**src/rtl/ssd_scan.sv**
```systemverilog
// Multiplexed seven-segment driver: double-buffered nibble display register,
// prescaled digit scan, hex/BCD decode, leading-zero blanking, registered pins.
module ssd_scan #(
    parameter int DIGITS      = 4,
    parameter int REFRESH_DIV = 100000,
    parameter bit ACTIVE_LOW  = 1'b1
) (
    input  logic                  ssd_clk,
    input  logic                  ssd_rst,
    input  logic                  ssd_load,
    input  logic [4*DIGITS-1:0]   ssd_din,
    input  logic [DIGITS-1:0]     ssd_dp,
    input  logic                  ssd_sel,
    input  logic                  ssd_blank_lz,
    output logic [DIGITS-1:0]     ssd_an,
    output logic [6:0]            ssd_seg,
    output logic                  ssd_dpo,
    output logic                  ssd_frame
);

    localparam int PW = (REFRESH_DIV > 1) ? $clog2(REFRESH_DIV) : 1;
    localparam int IW = (DIGITS > 1) ? $clog2(DIGITS) : 1;
    localparam logic [DIGITS-1:0] AN_POL  = ACTIVE_LOW ? {DIGITS{1'b1}} : {DIGITS{1'b0}};
    localparam logic [6:0]        SEG_POL = ACTIVE_LOW ? 7'h7F : 7'h00;

    logic [PW-1:0]       presc_q, presc_d;
    logic [IW-1:0]       idx_q, idx_d;
    logic [4*DIGITS-1:0] disp_q, disp_d, pend_q, pend_d;
    logic [DIGITS-1:0]   disp_dp_q, disp_dp_d, pend_dp_q, pend_dp_d;
    logic                pend_v_q, pend_v_d;
    logic                wrap_q, frame_q;
    logic [DIGITS-1:0]   an_q, an_d;
    logic [6:0]          seg_q, seg_d;
    logic                dpo_q, dpo_d;
    logic                tc_s, bound_s, dig_blank_s;
    logic [DIGITS-1:0]   blank_s;
    logic [3:0]          nib_s;

    // Active-high segment pattern {g,f,e,d,c,b,a}; BCD mode turns A..F into a dash
    function automatic logic [6:0] seg_decode(input logic [3:0] nib, input logic bcd);
        logic [6:0] s;
        case (nib)
            4'h0: s = 7'h3F;  4'h1: s = 7'h06;  4'h2: s = 7'h5B;  4'h3: s = 7'h4F;
            4'h4: s = 7'h66;  4'h5: s = 7'h6D;  4'h6: s = 7'h7D;  4'h7: s = 7'h07;
            4'h8: s = 7'h7F;  4'h9: s = 7'h6F;  4'hA: s = 7'h77;  4'hB: s = 7'h7C;
            4'hC: s = 7'h39;  4'hD: s = 7'h5E;  4'hE: s = 7'h79;  4'hF: s = 7'h71;
            default: s = 7'h00;
        endcase
        return (bcd && (nib > 4'd9)) ? 7'h40 : s;
    endfunction

    // Scan timing and the pending/display double buffer
    always_comb begin
        tc_s      = (presc_q == PW'(REFRESH_DIV - 1));
        bound_s   = tc_s && (idx_q == IW'(DIGITS - 1));
        presc_d   = tc_s ? {PW{1'b0}} : presc_q + PW'(1);
        if (bound_s) begin
            idx_d = {IW{1'b0}};
        end else if (tc_s) begin
            idx_d = idx_q + IW'(1);
        end else begin
            idx_d = idx_q;
        end
        disp_d    = disp_q;
        disp_dp_d = disp_dp_q;
        pend_d    = pend_q;
        pend_dp_d = pend_dp_q;
        pend_v_d  = pend_v_q;
        // A load landing on the boundary bypasses the pending stage entirely
        if (bound_s && ssd_load) begin
            disp_d    = ssd_din;
            disp_dp_d = ssd_dp;
            pend_v_d  = 1'b0;
        end else if (bound_s && pend_v_q) begin
            disp_d    = pend_q;
            disp_dp_d = pend_dp_q;
            pend_v_d  = 1'b0;
        end else if (ssd_load) begin
            pend_d    = ssd_din;
            pend_dp_d = ssd_dp;
            pend_v_d  = 1'b1;
        end else begin
            pend_v_d  = pend_v_q;
        end
    end

    // Leading-zero mask and next pin values for the digit currently indexed
    always_comb begin
        logic lead;
        lead    = 1'b1;
        blank_s = {DIGITS{1'b0}};
        for (int i = DIGITS - 1; i >= 0; i--) begin
            lead       = lead & (disp_q[4*i +: 4] == 4'h0) & ~disp_dp_q[i];
            blank_s[i] = lead & ssd_blank_lz;
        end
        blank_s[0]  = 1'b0;
        nib_s       = disp_q[4*idx_q +: 4];
        dig_blank_s = blank_s[idx_q];
        if (dig_blank_s) begin
            an_d  = AN_POL;
            seg_d = SEG_POL;
            dpo_d = ACTIVE_LOW;
        end else begin
            an_d  = (DIGITS'(1'b1) << idx_q) ^ AN_POL;
            seg_d = seg_decode(nib_s, ssd_sel) ^ SEG_POL;
            dpo_d = disp_dp_q[idx_q] ^ ACTIVE_LOW;
        end
    end

    // All state; frame is delayed twice so it lines up with digit 0 on the pins
    always_ff @(posedge ssd_clk or posedge ssd_rst) begin
        if (ssd_rst) begin
            presc_q   <= {PW{1'b0}};
            idx_q     <= {IW{1'b0}};
            disp_q    <= {(4*DIGITS){1'b0}};
            disp_dp_q <= {DIGITS{1'b0}};
            pend_q    <= {(4*DIGITS){1'b0}};
            pend_dp_q <= {DIGITS{1'b0}};
            pend_v_q  <= 1'b0;
            wrap_q    <= 1'b0;
            frame_q   <= 1'b0;
            an_q      <= AN_POL;
            seg_q     <= SEG_POL;
            dpo_q     <= ACTIVE_LOW;
        end else begin
            presc_q   <= presc_d;
            idx_q     <= idx_d;
            disp_q    <= disp_d;
            disp_dp_q <= disp_dp_d;
            pend_q    <= pend_d;
            pend_dp_q <= pend_dp_d;
            pend_v_q  <= pend_v_d;
            wrap_q    <= bound_s;
            frame_q   <= wrap_q;
            an_q      <= an_d;
            seg_q     <= seg_d;
            dpo_q     <= dpo_d;
        end
    end

    assign ssd_an    = an_q;
    assign ssd_seg   = seg_q;
    assign ssd_dpo   = dpo_q;
    assign ssd_frame = frame_q;

endmodule

```
**config.mk**
```make
export PLATFORM = sky130hd
export DESIGN_NAME = ssd_scan
export DESIGN_NICKNAME = d
export VERILOG_FILES = /design/src/rtl/ssd_scan.sv
export SDC_FILE = /design/constraint.sdc
export NUM_CORES = 1
export LEC_CHECK = 0
export ABC_AREA = 1
export BUFFER_PORTS_ARGS = -buffer_cell sky130_fd_sc_hd__buf_2
export CAP_MARGIN = 30
export CORE_MARGIN = 10
export CORE_UTILIZATION = 48
export CTS_CLUSTER_SIZE = 24
export DETAILED_ROUTE_END_ITERATION = 6
export GPL_TIMING_DRIVEN = 0
export PLACE_DENSITY = 0.68
export SKIP_LAST_GASP = 1
export SYNTH_ARGS = -nofsm -noshare
export SYNTH_HDL_FRONTEND = slang
export SYNTH_SLANG_ARGS = --single-unit
export TNS_END_PERCENT = 5
```
**constraint.sdc**
```tcl
create_clock -name ssd_clk -period 4.87 [get_ports ssd_clk]
set_clock_uncertainty 0.05 [all_clocks]
set_input_delay 0.487 -clock ssd_clk [delete_from_list [all_inputs] [get_ports ssd_clk]]
set_output_delay 0.487 -clock ssd_clk [all_outputs]
set_load 0.01 [all_outputs]
```
==> flow_metrics.env, run 1 <==
export IMPL_wl_per_cell_um=12.34
export IMPL_end_kind="flip-flop"
export IMPL_place_area_um2=4260
export IMPL_die_x_um=110.3
export IMPL_place_hpwl_um=6132
export IMPL_synth_edff_count=0
export IMPL_async_flop_share_pct=100.0
export IMPL_viasPerCell=4.730
export IMPL_tightest_slew_ns=0.6730
export IMPL_start_util_pct=49.92
export IMPL_numClockSinks=74
export IMPL_busiest_layer="met2"
export IMPL_vias=3202
export IMPL_outcome="finished, final reports clean"
export IMPL_die_y_um=110.3
export IMPL_rsz0062_at_grt="no"
export IMPL_vdd_ir_drop_worst_mv=0.1631
export IMPL_max_slew_margin_rel_pct=54.72
export IMPL_synth_cell_types=30
export IMPL_grt_pass1_vias=3108
export IMPL_nets=606
export IMPL_grt_use_total_pct=14.86
export IMPL_worstPathArrival_ns=2.19
export IMPL_holdBufCountCts=0
export IMPL_clkSlewWorstSetupHoldPaths_ns=0.08
export IMPL_place_ws_ns=2.912
export IMPL_rows=32
export IMPL_insertion_delay_ns=0.35
export IMPL_max_freq_ghz=0.5059
export IMPL_final_area_um2=4479
export IMPL_grt_met3_usage_pct=3.598
export IMPL_grt_use_met2_pct=22.39
export IMPL_portBuffers=37
export IMPL_p_leak_uw=0.002548
export IMPL_worst_setup_path_type="reg2reg"
export IMPL_fin_util_pct=57.08
export IMPL_hold_path_class="in2async"
export IMPL_grt_met1_usage_pct=20.39
export IMPL_gp_congestion=0.8996
export IMPL_cts_buffer_depth=2
export IMPL_drc=0
export IMPL_ys_ff_latch=74
export IMPL_layout_min_cycle_time_ns=1.977
export IMPL_pin_count=38
export IMPL_layout_drive_gt1_share_pct=16.87
export IMPL_antenna_found_initial=0
export IMPL_yosysWarnings=0
export IMPL_final_cell_mix="nand2_1, nor2_1, dfrtp_1, inv_1"
export IMPL_grt_overflow=0
export IMPL_cts_setup_buffers=0
export IMPL_cts_htree_levels=3
export IMPL_drt_total_wl_um=8351
export IMPL_grt_pass1_wl_um=14550
export IMPL_areaGrowthSynthToFinish_pct=14.34
export IMPL_ys_seq_area_share_pct=47.65
export IMPL_ys_flop_type="dfrtp_1"
export IMPL_core_area_um2=7848
export IMPL_diodes=0
export IMPL_worst_slack_ns=2.893
export IMPL_synth_fp_nets=557
export IMPL_worstPathRequired_ns=5.08
export IMPL_final_common_cell="nand2_1"
export IMPL_drv_cap=0
export IMPL_setup_tns_final_ns=0
export IMPL_grt_max_degree=58
export IMPL_hold_viol_final=0
export IMPL_syn_cell_area_um2=3918
export IMPL_timing_final_crit_share_pct=40.59
export IMPL_path_max_fanout=10
export IMPL_drt_initial_drc_count=223
export IMPL_slew_violations=0
export IMPL_cts_tree="done"
export IMPL_firstDrtPassIters=5
export IMPL_avgSynthCellArea_um2=7.519
export IMPL_powerDensity_nw_per_um2=274.4
export IMPL_ant_nets=0
export IMPL_finalPower_uw=1229
export IMPL_netlist_instances=521
export IMPL_cts_repair_resized=0
export IMPL_fillers=799
export IMPL_clockRootBuffer="clkbuf_8"
export IMPL_setup_violations=0
export IMPL_cp_start_kind="flip-flop"
export IMPL_dieArea_um2=12170
export IMPL_cts_made_buffers=9
## per-stage QoR
stage	instances	hold slack, ns
final	677	0.02801
after global routing	677	0.03086
after CTS	677	0.01767
after detailed placement	661	0.2902
after global placement	660	0.2827
after floorplan	521	0.2812
## final timing paths
kind / startpoint / end / slack [ns] / cells after the start
worst min-delay path: ssd_rst / pend_q[1]$_DFFE_PP0P_ / 0.03 / 2
max in group asynchronous: ssd_rst / ssd_an[3]$_DFF_PP1_ / 4.16 / 3
min in group ssd_clk: wrap_q$_DFF_PP0_ / ssd_frame$_DFF_PP0_ / 0.31 / 0
worst min register to register: wrap_q$_DFF_PP0_ / ssd_frame$_DFF_PP0_ / 0.31 / 0
worst max-delay path: idx_q[0]$_DFFE_PP0P_ / ssd_seg[5]$_DFF_PP1_ / 2.89 / 10
worst max register to register: idx_q[0]$_DFFE_PP0P_ / ssd_seg[5]$_DFF_PP1_ / 2.89 / 10
## cells in the mapped netlist, types with 2 or more instances
library cell | instances | share of area (%)
dfstp_2 | 12 | 8.0
buf_2 | 4 | 0.51
xor2_1 | 7 | 1.6
nor3_1 | 5 | 0.64
ha_1 | 11 | 3.5
clkbuf_1 | 8 | 0.77
o21bai_1 | 2 | 0.38
nand3_1 | 41 | 5.2
nor2_4 | 5 | 1.4
inv_2 | 4 | 0.38
buf_6 | 3 | 0.86
nand4_1 | 7 | 1.1
nor2_1 | 74 | 7.1
nand3_2 | 2 | 0.51
or2_2 | 2 | 0.32
dfrtp_1 | 62 | 40
a21oi_1 | 2 | 0.26
o21ai_0 | 17 | 2.2
inv_1 | 55 | 5.3
nand2_1 | 182 | 17
nand2_4 | 2 | 0.57
nand2_2 | 6 | 0.96
## report_power, final
part | total [uW] | switching [uW] | internal [uW]
clock network | 522 | 221 | 301
logic | 70.5 | 43.6 | 26.9
registers | 637 | 7.24 | 629
## worst max-delay path, stage by stage, from the launching register on
cell	delay, ns
dfrtp_1	0.45
buf_2	0.21
nand2_1	0.08
nand3_1	0.07
nand2_1	0.23
inv_1	0.13
ha_1	0.23
nand3_1	0.14
nand2_1	0.08
o21ai_0	0.16
nand2_1	0.08
## registers in the layout, summed over array words and instances, names as in the netlist
register	count
wrap_q	1
disp_dp_q	4
pend_v_q	1
pend_q	16
ssd_an	4
ssd_dpo	1
pend_dp_q	4
ssd_frame	1
ssd_seg	7
idx_q	2
disp_q	16
presc_q	17
## layer usage
metal	up-vias	part of all wire [%]
met5	-	0
met4	0	1.3
met3	13	5.0
met2	68	44
met1	1427	49
li1	1694	-
## cell families after synthesis
family          after synthesis  synth area share (%)
compound gates               23                 3.098
flops                        74                 47.65
simple gates                329                 35.84
fa+ha+maj                    11                 3.513
buf+inv                      76                 8.112
xor+xnor                      8                 1.789
## cell type report
class                      instances  area (um2)  share of cell area, %
sequential                        74        1867                  41.68
multi-input combinational        371        1733                  38.69
inverter                          60       229.0                  5.112
timing repair buffer              38       212.7                  4.749
clock buffer                      11       141.4                  3.156
tap                              102       127.6                  2.849
buffer                            16       91.34                  2.039
clock inverter                     5       77.57                  1.732
(Power assumes the default switching activity.)
==> run 2, diff against run 1 <==
clock period = 1.89 ns   (was 4.87 ns; I/O delays follow)
==> run 2 against run 1 <==
Against the previous run:
- hold slack better by 0.0073 ns
- worst setup slack worse by 2.8 ns
- critical path depth unchanged
- flip-flop and latch count unchanged
- via count up 2.2%
- total power rose to 2.6 times the previous value
- sequential power rose to 2.6 times the previous value
- combinational power rose to 2.6 times the previous value
- routed wire length up 1.3%
- critical endpoint unchanged
==> flow_metrics.env, run 2 (synthesized netlist as in run 1, its figures left out) <==
export IMPL_nets=612
export IMPL_largest_reg_flops=17
export IMPL_dieArea_um2=12170
export IMPL_diodes=0
export IMPL_grt_max_degree=43
export IMPL_reg_top3="presc_q: 17 flops, disp_q: 16 flops, pend_q: 16 flops"
export IMPL_layout_drive_gt1_share_pct=19.48
export IMPL_grt_pass1_vias=3194
export IMPL_max_slew_margin_rel_pct=53.07
export IMPL_place_hpwl_um=6195
export IMPL_min_path_cells=3
export IMPL_areaGrowthSynthToFinish_pct=16.64
export IMPL_clockRootBuffer="clkbuf_8"
export IMPL_path_max_fanout=10
export IMPL_viasPerCell=4.798
export IMPL_cts_tree="done"
export IMPL_timing_final_crit_share_pct=94.60
export IMPL_slowest_stage="dfrtp_2"
export IMPL_start_util_pct=49.92
export IMPL_worstPathArrival_ns=2.01
export IMPL_p_int_uw=2501
export IMPL_insertion_delay_ns=0.35
export IMPL_clkSlewWorstSetupHoldPaths_ns=0.07
export IMPL_rows=32
export IMPL_final_cell_mix="nand2_1, nor2_1, dfrtp_1, inv_1, nand3_1"
export IMPL_slowest_delay_ns=0.44
export IMPL_final_common_cell="nand2_1"
export IMPL_drc=0
export IMPL_worst_setup_path_type="reg2reg"
export IMPL_grt_overflow=0
export IMPL_critPathMostFrequentCell="nand2_1"
export IMPL_clockPowerShare_pct=43.0
export IMPL_drt_initial_drc_count=161
export IMPL_regMostFlops="presc_q"
export IMPL_powerDensity_nw_per_um2=698.9
export IMPL_power_frac_comb_pct=5.6
export IMPL_outcome="finished, final reports clean"
export IMPL_die_x_um=110.3
export IMPL_p_seq_share_pct=51.4
export IMPL_p_sw_uw=692.4
export IMPL_end_kind="flip-flop"
export IMPL_cp_num_buf_inv=2
export IMPL_grt_use_total_pct=14.84
export IMPL_gp_congestion=0.8885
export IMPL_numClockSinks=74
export IMPL_worst_r2r_path_depth=10
export IMPL_die_y_um=110.3
export IMPL_ant_nets=0
export IMPL_setup_violations=0
export IMPL_core_area_um2=7848
export IMPL_cts_htree_levels=3
export IMPL_hold_path_class="in2reg"
export IMPL_portBuffers=37
export IMPL_tightest_slew_ns=0.7025
export IMPL_firstDrtPassIters=4
export IMPL_vdd_ir_drop_worst_mv=0.3809
export IMPL_place_ws_ns=-0.05916
export IMPL_slew_violations=0
export IMPL_crit_chain="buf_2 -> nand2_1 -> nand3_1 -> nand2_2 -> inv_1 -> ha_1 -> nand3_1 -> nand2_1 -> o21ai_0 -> nand2_1"
export IMPL_worst_slack_ns=0.1021
export IMPL_drt_total_wl_um=8459
export IMPL_hold_viol_final=0
export IMPL_whs_ns=0.03535
export IMPL_cts_made_buffers=9
export IMPL_p_leak_uw=0.002579
export IMPL_max_freq_ghz=0.5593
export IMPL_cp_start_kind="flip-flop"
export IMPL_worstPathRequired_ns=2.11
export IMPL_drv_cap=0
export IMPL_rsz0062_at_grt="yes"
export IMPL_crit_family="simple AND/OR/NAND/NOR gates"
export IMPL_wl_per_cell_um=12.40
export IMPL_vias=3272
export IMPL_cts_buffer_depth=2
export IMPL_grt_pass1_wl_um=14630
export IMPL_antenna_found_initial=0
export IMPL_layout_min_cycle_time_ns=1.788
export IMPL_cp_depth=10
export IMPL_switching_share_pct=21.68
export IMPL_pin_count=38
-- run 2: layout make-up --
class	count	area, um2
Multi-Input combinational cell	371	1753
Clock inverter	2	60.06
Sequential cell	74	1868
Fill cell	763	3278
Buffer	16	111.4
Clock buffer	13	158.9
Inverter	60	234.0
Tap cell	102	127.6
Timing Repair Buffer	44	256.5
-- run 2: final timing paths --
kind	from	end	slack, ns
setup / recovery	idx_q[0]$_DFFE_PP0P_	ssd_seg[5]$_DFF_PP1_	0.10
hold / removal	ssd_din[5]	pend_q[5]$_DFFE_PP0P_	0.04
setup reg to reg	idx_q[0]$_DFFE_PP0P_	ssd_seg[5]$_DFF_PP1_	0.10
hold reg to reg	wrap_q$_DFF_PP0_	ssd_frame$_DFF_PP0_	0.30
max in group asynchronous	ssd_rst	pend_q[4]$_DFFE_PP0P_	0.70
min in group asynchronous	ssd_rst	presc_q[8]$_DFF_PP0_	0.45
-- run 2: layer usage --
| metal | vias to the layer above | part of all wire [%] | track usage [%] |
|---|---|---|---|
| li1 | 1712 | - | - |
| met1 | 1475 | 47 | 19.44 |
| met2 | 75 | 46 | 23.57 |
| met3 | 10 | 5.3 | 3.250 |
| met4 | 0 | 1.5 | 5.505 |
| met5 | - | 0 | 0 |
-- run 2: what timing repair did --
item	in CTS	in global routing
gates cloned	0	1
setup endpoints to repair	9	51
pin swaps	0	7
endpoints found under the hold margin	20	0
resized for setup	2	30
hold buffers	1	0
setup buffers	0	4
-- run 2: worst register-to-register path, cell delays in order, from the launching register on --
cell and delay, ns:
dfrtp_2 0.44, buf_2 0.18, nand2_1 0.08, nand3_1 0.10
nand2_2 0.15, inv_1 0.09, ha_1 0.19, nand3_1 0.13
nand2_1 0.06, o21ai_0 0.16, nand2_1 0.07
-- run 2: metrics by stage --
stage          area [um2]  instances  utilization [%]  total power, uW  setup TNS, ns
3_5_place_dp         4254        661            54.21             1852        -0.3034
3_3_place_gp         4234        660            53.95             1841       -0.02001
6_report             4569        682            58.23             3194              0
2_1_floorplan        3921        521                -             1783              0
5_1_grt              4569        682            58.23             3315        -0.1323
4_1_cts              4487        677            57.17             3226       -0.01013
-- run 2: power groups by stage --
stage                     registers, uW  logic (uW)  clock network, uW
after floorplan                    1670         117                  0
after global placement             1670         172                  0
after detailed placement           1670         182                  0
after CTS                          1640         184               1400
after global routing               1650         212               1460
final                              1640         180               1370
==> run 3, diff against run 2 <==
CORE_ASPECT_RATIO = 0.8   (was not set)
HOLD_SLACK_MARGIN = 0.12   (was not set)
==> run 3 against run 2 <==
Against the previous run:
- register-to-register slack is essentially flat
- cell count grew 3.5%
- clock power shrank 20%
- flip-flop and latch count is the same
- core utilization grew 0.76 points
- sequential power is essentially flat
- clock-buffer cell count grew 3
- design area grew 2.6%
- largest cell class unchanged
==> flow_metrics.env, run 3 (synthesized netlist as in run 1, its figures left out) <==
export IMPL_hold_path_class="in2reg"
export IMPL_vdd_ir_drop_worst_mv=0.4858
export IMPL_final_common_cell="nand2_1"
export IMPL_p_sw_uw=674.7
export IMPL_grt_pass1_vias=3326
export IMPL_tightest_slew_ns=0.7091
export IMPL_dieArea_um2=12200
export IMPL_worst_setup_path_type="reg2reg"
export IMPL_fillers=746
export IMPL_cts_made_buffers=9
export IMPL_rsz0062_at_grt="yes"
export IMPL_vias=3378
export IMPL_diodes=0
export IMPL_viasPerCell=4.785
export IMPL_grt_met1_usage_pct=20.40
export IMPL_end_kind="flip-flop"
export IMPL_p_seq_share_pct=55.7
export IMPL_wl_per_cell_um=12.37
export IMPL_max_slew_margin_rel_pct=52.63
export IMPL_setup_violations=0
export IMPL_dp_cells=667
export IMPL_start_util_pct=49.30
export IMPL_timing_final_crit_share_pct=94.58
export IMPL_grt_use_total_pct=15.48
export IMPL_grt_overflow=0
export IMPL_path_max_fanout=10
export IMPL_die_x_um=121.0
export IMPL_slew_violations=0
export IMPL_max_freq_ghz=0.5594
export IMPL_grt_pass1_wl_um=15440
export IMPL_cts_tree="done"
export IMPL_ant_nets=0
export IMPL_grt_use_met2_pct=23.68
export IMPL_p_int_uw=2271
export IMPL_clockPowerShare_pct=36.9
export IMPL_numClockSinks=74
export IMPL_power_frac_comb_pct=7.3
export IMPL_p_leak_uw=0.002622
export IMPL_switching_share_pct=22.91
export IMPL_gp_congestion=0.9490
export IMPL_slowest_delay_ns=0.48
export IMPL_layout_drive_gt1_share_pct=17.56
export IMPL_layout_min_cycle_time_ns=1.788
export IMPL_clkSlewWorstSetupHoldPaths_ns=0.07
export IMPL_powerDensity_nw_per_um2=628.4
export IMPL_slowest_stage="dfrtp_1"
export IMPL_regMostFlops="presc_q"
export IMPL_grt_max_degree=44
export IMPL_crit_chain="inv_2 -> nand3_1 -> nand2_2 -> inv_1 -> ha_1 -> nand3_1 -> nand2_1 -> o21ai_0 -> nand2_1"
export IMPL_place_hpwl_um=6301
export IMPL_worstPathRequired_ns=2.11
export IMPL_outcome="finished, final reports clean"
export IMPL_whs_ns=0.1374
export IMPL_worstPathArrival_ns=2.01
export IMPL_die_y_um=100.8
export IMPL_busiest_layer="met2"
export IMPL_largest_reg_flops=17
export IMPL_setup_tns_final_ns=0
export IMPL_stdcell_count=706
export IMPL_nets=629
export IMPL_pin_count=38
export IMPL_clockRootBuffer="clkbuf_8"
export IMPL_drc=0
export IMPL_areaGrowthSynthToFinish_pct=19.64
export IMPL_reg_top3="presc_q: 17 flops, disp_q: 16 flops, pend_q: 16 flops"
export IMPL_hold_viol_final=0
export IMPL_core_area_um2=7946
export IMPL_drt_initial_drc_count=216
export IMPL_drv_cap=0
export IMPL_cp_start_kind="flip-flop"
export IMPL_cts_buffer_depth=2
export IMPL_drt_total_wl_um=8730
export IMPL_firstDrtPassIters=5
export IMPL_grt_met3_usage_pct=4.479
export IMPL_rows=29
export IMPL_cts_htree_levels=3
export IMPL_insertion_delay_ns=0.35
export IMPL_final_cell_mix="nand2_1, nor2_1, dfrtp_1, inv_1, nand3_1"
export IMPL_portBuffers=37
export IMPL_antenna_found_initial=0
==> run 3: changes by cell type in the layout (fill, tap and decap cells not counted), sizes merged <==
cell         previous run  this run
buf                    53        49
bufinv                  2         0
clkbuf                 19        23
dlygate4sd3             1        21
==> run 3: cell type report <==
type | count | area [um2] | area share [%]
buffer | 16 | 113.9 | 2.429
clock buffer | 16 | 170.2 | 3.631
inverter | 60 | 231.5 | 4.939
multi-input combinational | 371 | 1740 | 37.13
sequential | 74 | 1868 | 39.86
tap | 108 | 135.1 | 2.883
timing repair buffer | 61 | 427.9 | 9.130
==> run 3: metal layers <==
metal	vias up	wire length, um
li1	1746	-
met4	0	108
met5	-	0
met2	96	3793
met3	10	553
met1	1526	4274
==> run 3: path summary, 6_finish.rpt <==
check	startpoint	end	slack, ns	cells past startpoint
worst max-delay path	idx_q[1]$_DFFE_PP0P_	ssd_seg[5]$_DFF_PP1_	0.10	9
worst min-delay path	ssd_sel	ssd_seg[6]$_DFF_PP1_	0.14	4
worst max register to register	idx_q[1]$_DFFE_PP0P_	ssd_seg[5]$_DFF_PP1_	0.10	9
worst min register to register	wrap_q$_DFF_PP0_	ssd_frame$_DFF_PP0_	0.31	0
max in group asynchronous	ssd_rst	ssd_dpo$_DFF_PP1_	0.66	4
min in group asynchronous	ssd_rst	disp_q[3]$_DFFE_PP0N_	0.45	3
==> run 3: repair_timing <==
action	4_1_cts	5_1_grt
setup buffers	0	1
endpoints found under the hold margin	45	0
pin swaps	0	1
setup endpoints to repair	8	48
hold buffers	21	0
cloned	0	1
resized for setup	2	23
==> run 3: power by group through the flow <==
stage	clock network, uW	registers, uW	logic, uW
5_1_grt	1200	1650	251
6_report	1090	1640	216
4_1_cts	1130	1640	217
3_5_place_dp	0	1670	184
3_3_place_gp	0	1670	174
2_1_floorplan	0	1670	117
==> run 3: critical path, delay by kind of cell, from the launching register on <==
kind	cells	cell delay (ns)
AND/OR/NAND/NOR	5	0.54
flip-flops	1	0.48
buffers and inverters	2	0.29
adder cells (fa/ha/maj)	1	0.19
AO/OA/AOI/OAI	1	0.15
==> run 3: per-stage QoR <==
step,cell area [um2],setup WS [ns],power [uW],utilization [%]
3_5_place_dp,4262,-0.02252,1853,53.63
2_1_floorplan,3921,0.2059,1783,-
6_report,4687,0.1024,2945,58.98
5_1_grt,4687,-0.01828,3093,58.98
4_1_cts,4647,-0.006637,2986,58.48
3_3_place_gp,4242,-0.007208,1843,53.38
